File: src/rtl/easyaxi_arb_pkg.sv
// Shared types and helpers for the easyaxi weighted round-robin arbiter.
// Holds the IDLE/GRANT state encoding and the index-width helper.
package easyaxi_arb_pkg;

  typedef enum logic {
    IDLE  = 1'b0,
    GRANT = 1'b1
  } arb_state_e;

  // Index width for n requesters; never narrower than one bit.
  function automatic int idx_w(input int n);
    return (n <= 2) ? 1 : $clog2(n);
  endfunction

endpackage

File: src/rtl/easyaxi_rr_pick.sv
// Combinational wrap-around priority search: the first set req bit at or
// above ptr, wrapping from REQ_NUM-1 back to 0.
module easyaxi_rr_pick #(
  parameter int REQ_NUM = 8,
  parameter int IDX_W   = 3
) (
  input  logic [REQ_NUM-1:0] req,
  input  logic [IDX_W-1:0]   ptr,
  output logic [REQ_NUM-1:0] oh,
  output logic [IDX_W-1:0]   idx,
  output logic               any
);

  // Walk candidate offsets from ptr; j matches offset i directly or after wrap.
  always_comb begin
    oh  = '0;
    idx = '0;
    any = 1'b0;
    for (int i = 0; i < REQ_NUM; i++) begin
      for (int j = 0; j < REQ_NUM; j++) begin
        if (!any && req[j] &&
            ((j == int'(ptr) + i) || (j == int'(ptr) + i - REQ_NUM))) begin
          any   = 1'b1;
          idx   = IDX_W'(j);
          oh[j] = 1'b1;
        end
      end
    end
  end

endmodule

File: src/rtl/easyaxi_wrr_arb.sv
// Weighted round-robin arbiter with registered grant outputs.
// A requester keeps priority for up to weight consecutive handshakes
// (weight 0 counts as 1) before the pointer moves past it.
// Optional feature: define EASYAXI_ARB_LOCK_EN to add lock_i, which pins
// the next grant on the requester just accepted while it keeps requesting.
module easyaxi_wrr_arb
  import easyaxi_arb_pkg::*;
#(
  parameter  int REQ_NUM  = 8,
  parameter  int WEIGHT_W = 4,
  localparam int IDX_W    = idx_w(REQ_NUM)
) (
  input  logic                         clk,
  input  logic                         rst,
  input  logic [REQ_NUM-1:0]           req_i,
  input  logic [REQ_NUM*WEIGHT_W-1:0]  weight_i,
  input  logic                         grant_ready_i,
`ifdef EASYAXI_ARB_LOCK_EN
  input  logic                         lock_i,
`endif
  output logic                         grant_valid_o,
  output logic [IDX_W-1:0]             grant_idx_o,
  output logic [REQ_NUM-1:0]           grant_oh_o
);

  arb_state_e            state;
  logic [IDX_W-1:0]      ptr;
  logic [WEIGHT_W-1:0]   cnt;

  logic                  hs;
  logic                  use_credit;
  logic [WEIGHT_W-1:0]   wsel;
  logic [WEIGHT_W-1:0]   w_eff;
  logic [WEIGHT_W:0]     used;
  logic [IDX_W-1:0]      ptr_inc;
  logic [IDX_W-1:0]      ptr_nxt;
  logic [WEIGHT_W-1:0]   cnt_nxt;

  logic [REQ_NUM-1:0]    pick_oh;
  logic [IDX_W-1:0]      pick_idx;
  logic                  pick_any;

  logic                  load;
  logic [IDX_W-1:0]      nxt_idx;
  logic [REQ_NUM-1:0]    nxt_oh;

  assign hs = grant_valid_o & grant_ready_i;

`ifdef EASYAXI_ARB_LOCK_EN
  logic                  sel_en;
  logic                  lock_flg;
  logic [IDX_W-1:0]      lock_idx;
  logic [REQ_NUM-1:0]    lock_oh;
  logic                  grant_locked;
  logic                  lock_flg_nxt;
  logic [IDX_W-1:0]      lock_idx_nxt;
  logic [REQ_NUM-1:0]    lock_oh_nxt;
  logic                  lock_hit;

  // A grant produced by the lock does not consume or move credits.
  assign use_credit = hs & ~grant_locked;
  assign sel_en     = (state == IDLE) | hs;

  // Lock target as seen by this cycle's selection (a handshake refreshes it).
  always_comb begin
    lock_flg_nxt = hs ? lock_i      : lock_flg;
    lock_idx_nxt = hs ? grant_idx_o : lock_idx;
    lock_oh_nxt  = hs ? grant_oh_o  : lock_oh;
    lock_hit     = sel_en & lock_flg_nxt & (|(req_i & lock_oh_nxt));
  end

  // Lock flag and target; the flag drops at any selection that misses it.
  always_ff @(posedge clk) begin
    if (rst) begin
      lock_flg     <= 1'b0;
      lock_idx     <= '0;
      lock_oh      <= '0;
      grant_locked <= 1'b0;
    end else begin
      if (sel_en) begin
        lock_flg     <= lock_hit;
        grant_locked <= lock_hit;
      end
      if (hs) begin
        lock_idx <= grant_idx_o;
        lock_oh  <= grant_oh_o;
      end
    end
  end

  // Next grant source: the locked requester wins over the round-robin pick.
  always_comb begin
    load    = lock_hit | pick_any;
    nxt_idx = lock_hit ? lock_idx_nxt : pick_idx;
    nxt_oh  = lock_hit ? lock_oh_nxt  : pick_oh;
  end
`else
  assign use_credit = hs;

  // Next grant source is always the round-robin pick.
  always_comb begin
    load    = pick_any;
    nxt_idx = pick_idx;
    nxt_oh  = pick_oh;
  end
`endif

  // Weight of the currently granted requester, selected by its one-hot.
  always_comb begin
    wsel = '0;
    for (int j = 0; j < REQ_NUM; j++) begin
      if (grant_oh_o[j]) wsel = weight_i[j*WEIGHT_W +: WEIGHT_W];
    end
  end

  // Credit update for the handshake happening this cycle.
  always_comb begin
    w_eff   = (wsel == '0) ? WEIGHT_W'(1) : wsel;
    used    = (grant_idx_o == ptr) ? ({1'b0, cnt} + (WEIGHT_W+1)'(1))
                                   : (WEIGHT_W+1)'(1);
    ptr_inc = (int'(grant_idx_o) == REQ_NUM - 1) ? '0
                                                 : grant_idx_o + IDX_W'(1);
    ptr_nxt = ptr;
    cnt_nxt = cnt;
    if (use_credit) begin
      if (used >= {1'b0, w_eff}) begin
        ptr_nxt = ptr_inc;
        cnt_nxt = '0;
      end else begin
        ptr_nxt = grant_idx_o;
        cnt_nxt = used[WEIGHT_W-1:0];
      end
    end
  end

  // Search runs from the pointer as updated by any handshake this cycle.
  easyaxi_rr_pick #(
    .REQ_NUM (REQ_NUM),
    .IDX_W   (IDX_W)
  ) u_pick (
    .req (req_i),
    .ptr (ptr_nxt),
    .oh  (pick_oh),
    .idx (pick_idx),
    .any (pick_any)
  );

  // Grant FSM with registered outputs; a grant is held until accepted.
  always_ff @(posedge clk) begin
    if (rst) begin
      state         <= IDLE;
      grant_valid_o <= 1'b0;
      grant_idx_o   <= '0;
      grant_oh_o    <= '0;
      ptr           <= '0;
      cnt           <= '0;
    end else begin
      ptr <= ptr_nxt;
      cnt <= cnt_nxt;
      case (state)
        IDLE: begin
          if (load) begin
            state         <= GRANT;
            grant_valid_o <= 1'b1;
            grant_idx_o   <= nxt_idx;
            grant_oh_o    <= nxt_oh;
          end
        end
        GRANT: begin
          if (hs) begin
            if (load) begin
              grant_idx_o <= nxt_idx;
              grant_oh_o  <= nxt_oh;
            end else begin
              state         <= IDLE;
              grant_valid_o <= 1'b0;
              grant_oh_o    <= '0;
            end
          end
        end
      endcase
    end
  end

endmodule

File: config.mk
export PLATFORM = sky130hd
export DESIGN_NAME = easyaxi_wrr_arb
export DESIGN_NICKNAME = d
export VERILOG_FILES = /design/src/rtl/easyaxi_arb_pkg.sv /design/src/rtl/easyaxi_rr_pick.sv /design/src/rtl/easyaxi_wrr_arb.sv
export SDC_FILE = /design/constraint.sdc
export NUM_CORES = 1
export LEC_CHECK = 0
export BUFFER_PORTS_ARGS = -buffer_cell sky130_fd_sc_hd__buf_4
export CAP_MARGIN = 15
export CORE_UTILIZATION = 62
export CTS_CLUSTER_DIAMETER = 30
export DETAILED_ROUTE_END_ITERATION = 7
export GPL_ROUTABILITY_DRIVEN = 0
export HOLD_SLACK_MARGIN = 0.12
export MAX_ROUTING_LAYER = met4
export PLACE_DENSITY_LB_ADDON = 0.3
export SYNTH_ARGS = -nofsm -noshare
export SYNTH_HDL_FRONTEND = slang
export SYNTH_SLANG_ARGS = --single-unit
File: constraint.sdc
create_clock -name clk -period 15.6 [get_ports clk]
set_clock_uncertainty 0.05 [all_clocks]
set_input_delay 3.12 -clock clk [delete_from_list [all_inputs] [get_ports clk]]
set_output_delay 3.12 -clock clk [all_outputs]
set_load 0.05 [all_outputs]
* Word-level counts from Yosys, hierarchy flattened
Cells that the tools add are included.
** Storage, ports and cells
- Register bits :: 20
- Bits in latches :: 0
- Memory bits (writable) :: 0
- Memory bits (read-only) :: 0
- Input port bits :: 43
- Output and inout port bits :: 12
- Logic and storage cells :: 634
- Memories :: 0
** Cells by class
- Add/subtract/negate cells :: 17
- $mul :: 0
- Divide/modulo/power cells :: 0
- Magnitude comparators :: 1
- Equal/unequal tests :: 117
- Shift operators :: 0
- Multiplexer cells :: 218
- Bitwise operators :: 2
- Reduce and logical (&&, ||, !) cells :: 273
** Operators by type and width (number)
- equality test 4 x 32 -> 1 bit (first input constant) :: 56
- equality test 3 x 32 -> 1 bit (first input constant) :: 28
- logical NOT 32 bit :: 16
- equality test 2 x 32 -> 1 bit (first input constant) :: 14
- subtractor 32 x 5 -> 32 bit (second input constant) :: 7
- 2-to-1 mux 3 bit :: 65
- 2-to-1 mux 1 bit :: 133
- logical AND 1 bit :: 127
- logical OR 1 bit :: 64
- logical NOT 1 bit :: 63
- 2-to-1 mux 4 bit :: 10
- 2-to-1 mux 8 bit :: 3
- equality test 4 x 5 -> 1 bit (first input constant) :: 4
- adder 3 x 3 -> 4 bit (second input constant) :: 4
- case mux 8 bit (2 select lines) :: 1
- equality test 3 bit (first input constant) :: 4
- equality test 3 x 5 -> 1 bit (first input constant) :: 2
- adder 3 x 2 -> 4 bit (second input constant) :: 2
- equality test 2 x 3 -> 1 bit (first input constant) :: 2
- case mux 3 bit (2 select lines) :: 1
- adder 4 x 1 -> 5 bit (second input constant) :: 1
- equality test 2 x 5 -> 1 bit (first input constant) :: 1
- greater-or-equal comparator 5 x 4 -> 1 bit :: 1
- 2-to-1 mux 5 bit :: 1
- other kinds (15) :: 18

* Depth between registers and ports, before layout
Gate-level depths: netlist of the first run.
- Depth in word-level cells :: 273
- Depth in mapped cells :: 33
- Mapped depth without buffers :: 31

* Cells and area by module
Synthesis of the first run repeated with hierarchy kept, for this count alone.
** Unflattened totals
- Cell total of the unflattened synthesis :: 404
- Area total of the unflattened synthesis :: 2911.5 um2
** Modules (own cells, without submodules)
- easyaxi_rr_pick :: times used 1, cells each 241, area each 1596.5 um2, sequential area each 0.0 um2
- easyaxi_wrr_arb :: times used 1, cells each 163, area each 1315.0 um2, sequential area each 400.4 um2

* Least setup slack after synthesis of the first run
Ideal clock, no wire load.
- Path type :: in2reg
- From :: input weight_i[7]
- To :: register grant_idx_o[1]
- Setup time :: 0.137 ns
- Arrival time :: 8.141 ns
- Data required time :: 15.413 ns
- Setup slack :: 7.273 ns
- Stages on the path :: 31
- Path buffers :: 2
- Cell sequence :: a221oi_1 -> nor3_1 -> a21oi_1 -> nor2_1 -> a21oi_1 -> nor2_1 -> a21oi_1 -> o21ai_0 -> mux2i_1 -> nand3_1 -> o211ai_1 -> ha_1 -> nand2b_4 -> a211oi_1 -> o31ai_1 -> or3_4 -> clkinv_2 -> buf_6 -> clkbuf_1 -> ha_1 -> inv_1 -> nor2_1 -> o21ai_0 -> a311oi_1 -> a311oi_2 -> nand4_1 -> nor3_2 -> o211a_1 -> o31a_1 -> nor4_1 -> a211oi_1
** Between the ends
- Word-level cells in the longest chain between the ends :: 272
- Elaborated cells on any way between the ends :: 538
- Those cells by class :: 15 x add/sub; 1 x order compare; 112 x eq/ne; 139 x mux; 271 x reduce/logical
** RTL lines
- start: declaration :: line easyaxi_wrr_arb.sv:16 : input logic [REQ_NUM*WEIGHT_W-1:0] weight_i,
- 2-to-1 mux 4 bit * (7 in a row) :: line easyaxi_wrr_arb.sv:112 : if (grant_oh_o[j]) wsel = weight_i[j*WEIGHT_W +: WEIGHT_W];
- logical NOT 4 bit :: line easyaxi_wrr_arb.sv:118 : w_eff = (wsel == '0) ? WEIGHT_W'(1) : wsel;
- 2-to-1 mux 4 bit * :: line easyaxi_wrr_arb.sv:118
- greater-or-equal comparator 5 x 4 -> 1 bit * :: line easyaxi_wrr_arb.sv:126 : if (used >= {1'b0, w_eff}) begin
- 2-to-1 mux 3 bit * :: line easyaxi_wrr_arb.sv:126
- 2-to-1 mux 3 bit * :: line easyaxi_wrr_arb.sv:125 : if (use_credit) begin
- subtractor 3 x 4 -> 5 bit :: line easyaxi_rr_pick.sv:22 : ((j == int'(ptr) + i) || (j == int'(ptr) + i - REQ_NUM))) begin
- logical NOT 32 bit :: line easyaxi_rr_pick.sv:22
- [... 248 more ...]
- logical AND 1 bit (2 in a row) :: line easyaxi_rr_pick.sv:21 : if (!any && req[j] &&
- 2-to-1 mux 1 bit :: line easyaxi_rr_pick.sv:21
- logical NOT 1 bit :: line easyaxi_rr_pick.sv:21
- logical AND 1 bit (2 in a row) :: line easyaxi_rr_pick.sv:21
- 2-to-1 mux 3 bit or 2-to-1 mux 1 bit (tied branches) :: line easyaxi_rr_pick.sv:21
- 2-to-1 mux 3 bit * :: line easyaxi_wrr_arb.sv:162, easyaxi_wrr_arb.sv:171
- 2-to-1 mux 3 bit :: line easyaxi_wrr_arb.sv:170 : if (hs) begin
- case mux 3 bit (2 select lines) * :: line easyaxi_wrr_arb.sv:160 : case (state)
- end signal: assignment :: line easyaxi_wrr_arb.sv:165 : grant_idx_o <= nxt_idx;
- end signal: assignment :: line easyaxi_wrr_arb.sv:172 : grant_idx_o <= nxt_idx;
- end: declaration :: line easyaxi_wrr_arb.sv:22 : output logic [IDX_W-1:0] grant_idx_o,
Mark *: on every way between the ends. The rest lies on a longest branch, timed or not. The select of a mux whose other input is x is not followed.
A chain may end at the register's enable or synchronous reset.

* Final worst setup path of the first run
- From :: input weight_i[5]
- To :: register grant_oh_o[7]
** Between the ends
- Word-level cells in the longest chain between the ends :: 272
- Elaborated cells on any way between the ends :: 487
- Those cells by class :: 15 x add/sub; 1 x order compare; 113 x eq/ne; 86 x mux; 272 x reduce/logical
** RTL lines
- 2-to-1 mux 4 bit * (7 in a row) :: line easyaxi_wrr_arb.sv:112
- logical NOT 4 bit :: line easyaxi_wrr_arb.sv:118
- 2-to-1 mux 4 bit * :: line easyaxi_wrr_arb.sv:118
- greater-or-equal comparator 5 x 4 -> 1 bit * :: line easyaxi_wrr_arb.sv:126
- 2-to-1 mux 3 bit * :: line easyaxi_wrr_arb.sv:126
- 2-to-1 mux 3 bit * :: line easyaxi_wrr_arb.sv:125
- subtractor 3 x 4 -> 5 bit :: line easyaxi_rr_pick.sv:22
- logical NOT 32 bit :: line easyaxi_rr_pick.sv:22
- [... 248 more ...]
- logical AND 1 bit (2 in a row) :: line easyaxi_rr_pick.sv:21
- 2-to-1 mux 1 bit :: line easyaxi_rr_pick.sv:21
- logical NOT 1 bit :: line easyaxi_rr_pick.sv:21
- logical AND 1 bit (2 in a row) :: line easyaxi_rr_pick.sv:21
- 2-to-1 mux 1 bit :: line easyaxi_rr_pick.sv:21
- 2-to-1 mux 8 bit :: line easyaxi_wrr_arb.sv:171 : if (load) begin
- 2-to-1 mux 8 bit :: line easyaxi_wrr_arb.sv:170
- case mux 8 bit (2 select lines) :: line easyaxi_wrr_arb.sv:160
- end signal: assignment :: line easyaxi_wrr_arb.sv:166 : grant_oh_o <= nxt_oh;
- end signal: assignment :: line easyaxi_wrr_arb.sv:173 : grant_oh_o <= nxt_oh;
- end: declaration :: line easyaxi_wrr_arb.sv:23 : output logic [REQ_NUM-1:0] grant_oh_o
Marked as above.

==> results of run 1 <==
## placed cells by master, fill, tap and decap left out, types with 6 or more instances in the layout
cell type | synthesis | routed
nor2b_1 | 6 | 6
a22oi_1 | 7 | 7
ha_1 | 12 | 12
inv_1 | 10 | 10
o21ai_0 | 18 | 18
a31oi_1 | 11 | 11
o211ai_1 | 6 | 6
nand2_1 | 51 | 51
buf_4 | 6 | 54
and3_1 | 6 | 6
dfxtp_1 | 20 | 20
nor2_1 | 41 | 41
nand3_1 | 18 | 18
nor4_1 | 10 | 10
nand4_1 | 14 | 14
a211oi_1 | 8 | 8
nor3_1 | 12 | 12
a21oi_1 | 33 | 33
and2_1 | 9 | 9
## state kept, by name, indices dropped and copies added, names as in the netlist
name           cells
cnt                4
grant_idx_o        3
grant_oh_o         8
grant_valid_o      1
ptr                3
state              1
## stage by stage
step / total power (uW) / setup WS, ps
2_1_floorplan: 644 / 7270
3_3_place_gp: 766 / 6360
3_5_place_dp: 782 / 6240
4_1_cts: 819 / 6460
5_1_grt: 904 / 5700
6_report: 856 / 6290
## layer usage
| layer | global-route usage | vias up | share of wire |
|---|---|---|---|
| li1 | - | 1680 | - |
| met1 | 0.491 | 1688 | 0.39 |
| met2 | 0.621 | 305 | 0.44 |
| met3 | 0.113 | 82 | 0.13 |
| met4 | 0.142 | 0 | 0.040 |
| met5 | - | - | 0 |
## cells by family after synthesis
logic type / share of synthesized area
adder cells (fa/ha/maj): 0.0508
XOR/XNOR: 0.0148
AO/OA/AOI/OAI: 0.366
AND/OR/NAND/NOR: 0.338
buffers and inverters: 0.0737
flip-flops: 0.136
multiplexers: 0.0220
## worst reg2reg max path, delay by kind of cell (launching register included)
family,cells,cell delay (ps)
buffers and inverters,2,320
adders and majority gates,2,490
DFF,1,440
muxes,1,220
and+or+nand+nor,12,1900
AOI/OAI and AO/OA,14,3420
## final cells by class
cell class	instances	area, um^2
clock buffer	3	41.3
fill	368	1180
inverter	13	50.0
multi-input combinational	358	2340
sequential	20	400
tap	52	65.1
timing repair buffer	54	405
## power by group
group          switching, uW  internal, uW  leakage (uW)
sequential              22.0          64.4      0.000163
clock                   16.3          17.2     0.0000216
combinational            496           240       0.00114
## worst max path at each step
stage                start                          end  slack [ps]  cells after the start
6_report       weight_i[5]   grant_oh_o[7]$_SDFFE_PP0P_        6290                     31
4_1_cts        weight_i[5]   grant_oh_o[7]$_SDFFE_PP0P_        6460                     31
5_1_grt        weight_i[5]   grant_oh_o[7]$_SDFFE_PP0P_        5700                     31
2_1_floorplan  weight_i[7]  grant_idx_o[1]$_SDFFE_PP0P_        7270                     31
3_3_place_gp   weight_i[7]   grant_oh_o[7]$_SDFFE_PP0P_        6360                     31
3_5_place_dp   weight_i[7]   grant_oh_o[7]$_SDFFE_PP0P_        6240                     31
## cells in the mapped netlist (all sizes together), types with 6 or more instances
cell / number
a211oi: 11
a21oi: 34
a22oi: 7
a31oi: 11
and2: 9
and3: 6
buf: 14
clkbuf: 17
dfxtp: 20
ha: 12
inv: 11
nand2: 53
nand3: 21
nand4: 14
nor2: 44
nor2b: 6
nor3: 13
nor4: 12
o211ai: 6
o21ai: 18
==> flow_metrics.py, run 1 <==
metrics = {
    "global_route": {
        "grt_pass1_vias": 3445,
        "grt_overflow": 0,
        "grt_first_pass_wirelength_um": 15900,
        "antenna_found_initial": 0,
        "grt_max_degree": 26,
        "grt_usage": 0.398,
    },
    "logic_synthesis": {
        "synth_edf_count": 0,
        "postSynthAreaPerCell_um2": 7.00,
        "synth_fp_nets": 477,
        "ys_seq_area_frac": 0.136,
        "async_flop_share": 0,
        "yosys.area.top_type_share": 0.136,
        "ys_types": 75,
        "syn_inst": 422,
        "ys_dominant_reg_cell": "dfxtp_1",
        "yosys.area.top_type": "dfxtp_1",
        "netlist_area_um2": 2950,
        "ys_top_cells_by_area": "dfxtp_1 (14%), nand2_1 (6.5%), a21oi_1 (5.6%)",
        "ys_ff_latch": 20,
        "yosys_warnings": 0,
    },
    "place": {
        "placed_cell_area_um2": 3260,
        "post-dp-hpwl_um": 7170,
        "placed_cells": 497,
        "io_buffer_count": 54,
    },
    "floorplan": {
        "dieWidth_um": 71.0,
        "io_pins": 55,
        "start_util": 0.660,
        "fp-row-count": 24,
        "core_um2": 4470,
        "die-area_um2": 5040,
        "die_y_um": 71.0,
    },
    "route": {
        "wire_per_inst_um": 19.8,
        "ant_nets": 0,
        "viasPerCell": 7.51,
        "num_vias": 3755,
        "firstDrtPassIters": 8,
        "routed_wl_um": 9900,
        "drc": 2,
        "drtIter0Drc": 716,
    },
    "critical_path": {
        "ff2ff_setup_slack_ps": 8680,
        "crit_family": "compound AO/OA/AOI/OAI gates",
        "max_stage_delay_ps": 620,
        "r2r_start": "grant_oh_o[1]$_SDFFE_PP0P_",
        "cp-start-kind": "primary input",
        "endpoint_kind": "register",
        "critPathBufInv": 3,
        "timing.rr.end": "grant_oh_o[7]$_SDFFE_PP0P_",
        "critPathSlowestCell": "a21boi_1",
        "crit_fanout": 21,
        "cp.required_ps": 15740,
        "critPathKind": "primary input to register",
        "path_common_cell": "a21oi_1",
        "worst-r2r-cell-count": 31,
        "arrival_ps": 9450,
    },
    "clock_network": {
        "cts_resized": 0,
        "clkTransAtPathRegs_ps": 70,
        "ctsHtreeMaxLevel": 1,
        "ctsHoldBuffers": 0,
        "cts_setup_buffers": 0,
        "cts-root-buf": "clkbuf_8",
        "cts.sinks": 20,
        "clk-insertion-delay-late_ps": 250,
        "numCtsBuffers": 3,
        "cts_tree": "yes",
        "ctsLongestPathBuffers": 2,
    },
    "timing": {
        "finalCriticalPeriod_ps": 9310,
        "rsz0062_at_grt": "false",
        "report.final.slew_viol_count": 0,
        "maxSlewHeadroom": 0.359,
        "hold_viol": 0,
        "fin_tns_setup_ps": 0,
        "finalSetupViolations": 0,
        "hold_slack_ps": 434,
        "tightest_slew_ps": 958,
        "fmax_ghz": 0.107,
        "timing.final.crit_share": 0.597,
    },
    "final_layout": {
        "drive_gt1_frac": 0.190,
        "antenna_cells": 0,
        "syn2layout_area_growth_pct": 11.6,
        "final_area_um2": 3300,
        "nets": 505,
        "final_util": 0.737,
        "final_cells": 500,
    },
    "worst_hold_path": {
        "hp-start": "cnt[1]$_SDFFE_PP0P_",
        "min_path_cells": 2,
        "hold_path.class": "register to register",
        "hold_end": "cnt[1]$_SDFFE_PP0P_",
    },
    "outcome": {
        "status": "finished, violations left",
        "violations": "DRC",
    },
    "power_and_ir_drop": {
        "p_per_area_nw_per_um2": 259,
        "p_leak_uw": 0.00132,
        "ir_worst_vdd_mv": 0.196,
    },
    "run": {
        "maxCapViolCount": 0,
    },
}
Note: power is estimated with default switching activity, not from simulation.
==> inputs of run 2 (changes only) <==
--- a/config.mk
+++ b/config.mk
@@ -7,7 +7,7 @@
 export LEC_CHECK = 0
 export BUFFER_PORTS_ARGS = -buffer_cell sky130_fd_sc_hd__buf_4
 export CAP_MARGIN = 15
-export CORE_UTILIZATION = 62
+export CORE_UTILIZATION = 52
 export CTS_CLUSTER_DIAMETER = 30
 export DETAILED_ROUTE_END_ITERATION = 7
 export GPL_ROUTABILITY_DRIVEN = 0
==> constraint.sdc (replaced) <==
create_clock -name clk -period 7.8 [get_ports clk]
set_clock_uncertainty 0.05 [all_clocks]
set_input_delay 1.56 -clock clk [delete_from_list [all_inputs] [get_ports clk]]
set_output_delay 1.56 -clock clk [all_outputs]
set_load 0.05 [all_outputs]
==> flow_metrics.py, run 2 (synthesis gave the netlist of run 1 again) <==
metrics = {
    "power_and_ir_drop": {
        "p_per_area_nw_per_um2": 524,
        "p_leak_uw": 0.00140,
        "power_uw": 1810,
        "ir_worst_vdd_mv": 0.381,
    },
    "global_route": {
        "grt_pass1_vias": 3412,
        "grt_overflow": 0,
        "grt_max_degree": 21,
        "antenna_found_initial": 0,
        "grt_usage": 0.347,
        "grt_first_pass_wirelength_um": 16500,
    },
    "critical_path": {
        "crit_fanout": 7,
        "ff2ff_setup_slack_ps": 1480,
        "cp.required_ps": 7880,
        "cp-startpoint": "weight_i[6]",
        "cp-start-kind": "primary input",
        "critPathKind": "primary input to register",
        "crit_end": "grant_idx_o[1]$_SDFFE_PP0P_",
        "critPathSlowestCell": "o2111ai_1",
        "worst-r2r-cell-count": 31,
        "max_stage_delay_ps": 370,
        "arrival_ps": 7250,
        "r2r_start": "grant_oh_o[1]$_SDFFE_PP0P_",
        "timing.rr.end": "grant_idx_o[1]$_SDFFE_PP0P_",
        "endpoint_kind": "register",
    },
    "final_layout": {
        "top_register": "grant_oh_o",
        "final_cell_mix": "buf_4 (65), nand2_1 (51), nor2_1 (41), a21oi_1 (33), dfxtp_1 (20)",
        "final_common_cell": "buf_4",
        "syn2layout_area_growth_pct": 16.6,
        "antenna_cells": 0,
        "final_util": 0.626,
        "largest_register_ffs": 8,
        "nets": 516,
        "final_cells": 532,
        "reg_top3": "grant_oh_o x8, cnt x4",
        "drive_gt1_frac": 0.215,
    },
    "clock_network": {
        "cts_setup_buffers": 0,
        "cts_tree": "yes",
        "cts.sinks": 20,
        "ctsHtreeMaxLevel": 1,
        "numCtsBuffers": 3,
        "ctsHoldBuffers": 0,
        "cts_resized": 0,
        "clk-insertion-delay-late_ps": 260,
        "clkTransAtPathRegs_ps": 80,
        "cts-root-buf": "clkbuf_8",
        "ctsLongestPathBuffers": 2,
    },
    "floorplan": {
        "start_util": 0.536,
        "core_um2": 5510,
        "io_pins": 55,
        "dieWidth_um": 77.4,
        "die-area_um2": 5990,
        "fp-row-count": 27,
        "die_y_um": 77.4,
    },
    "place": {
        "post-dp-hpwl_um": 7360,
        "placed_cells": 528,
        "io_buffer_count": 54,
    },
    "worst_hold_path": {
        "hold_path.class": "register to register",
        "min_path_cells": 2,
    },
    "route": {
        "drtIter0Drc": 437,
        "viasPerCell": 6.96,
        "firstDrtPassIters": 7,
        "routed_wl_um": 10000,
        "ant_nets": 0,
        "drc": 0,
        "wire_per_inst_um": 18.8,
        "num_vias": 3704,
    },
    "timing": {
        "fin_tns_setup_ps": 0,
        "rsz0062_at_grt": "false",
        "fmax_ghz": 0.139,
        "hold_viol": 0,
        "timing.final.crit_share": 0.919,
        "finalCriticalPeriod_ps": 7170,
        "hold_slack_ps": 438,
        "finalSetupViolations": 0,
        "tightest_slew_ps": 611,
        "report.final.slew_viol_count": 0,
        "maxSlewHeadroom": 0.588,
    },
    "outcome": {
        "status": "finished clean",
    },
    "run": {
        "maxCapViolCount": 0,
    },
}
-- run 2: worst min path at each step --
stage	startpoint	endpoint	slack, ps
after floorplan	cnt[1]$_SDFFE_PP0P_	cnt[1]$_SDFFE_PP0P_	400
after global placement	cnt[1]$_SDFFE_PP0P_	cnt[1]$_SDFFE_PP0P_	410
after detailed placement	cnt[1]$_SDFFE_PP0P_	cnt[1]$_SDFFE_PP0P_	430
after CTS	cnt[1]$_SDFFE_PP0P_	cnt[1]$_SDFFE_PP0P_	440
after global routing	cnt[1]$_SDFFE_PP0P_	cnt[1]$_SDFFE_PP0P_	480
final	cnt[3]$_SDFFE_PP0P_	cnt[3]$_SDFFE_PP0P_	440
-- run 2: stage by stage --
stage,setup WS [ps],cell area (um^2)
floorplan,1030,2950
global placement,453,3360
detailed placement,269,3360
CTS,487,3440
global route,121,3440
finish,629,3440
-- run 2: routing by layer --
| layer | global-route usage | wire length [um] |
|---|---|---|
| met4 | 0.192 | 598 |
| met1 | 0.428 | 3930 |
| met3 | 0.0647 | 1080 |
| met2 | 0.531 | 4400 |
| met5 | - | 0 |
-- run 2: power breakdown --
group / total [uW] / switching, uW / internal (uW)
sequential: 172 / 43.6 / 129
combinational: 1530 / 997 / 532
clock: 105 / 36.8 / 68.5
-- run 2: cell type report --
type                       count  area (um^2)
tap                           72         90.1
multi-input combinational    358         2340
clock buffer                   3         41.3
inverter                      13         50.0
sequential                    20          400
timing repair buffer          65          488
fill                         524         2060
clock inverter                 1         30.0
-- run 2: critical path, delay by kind of cell --
kind | cells | cell delay [ps]
adders and majority gates | 2 | 540
muxes | 1 | 230
AOI/OAI and AO/OA | 14 | 2900
and+or+nand+nor | 11 | 1540
buffers and inverters | 3 | 480
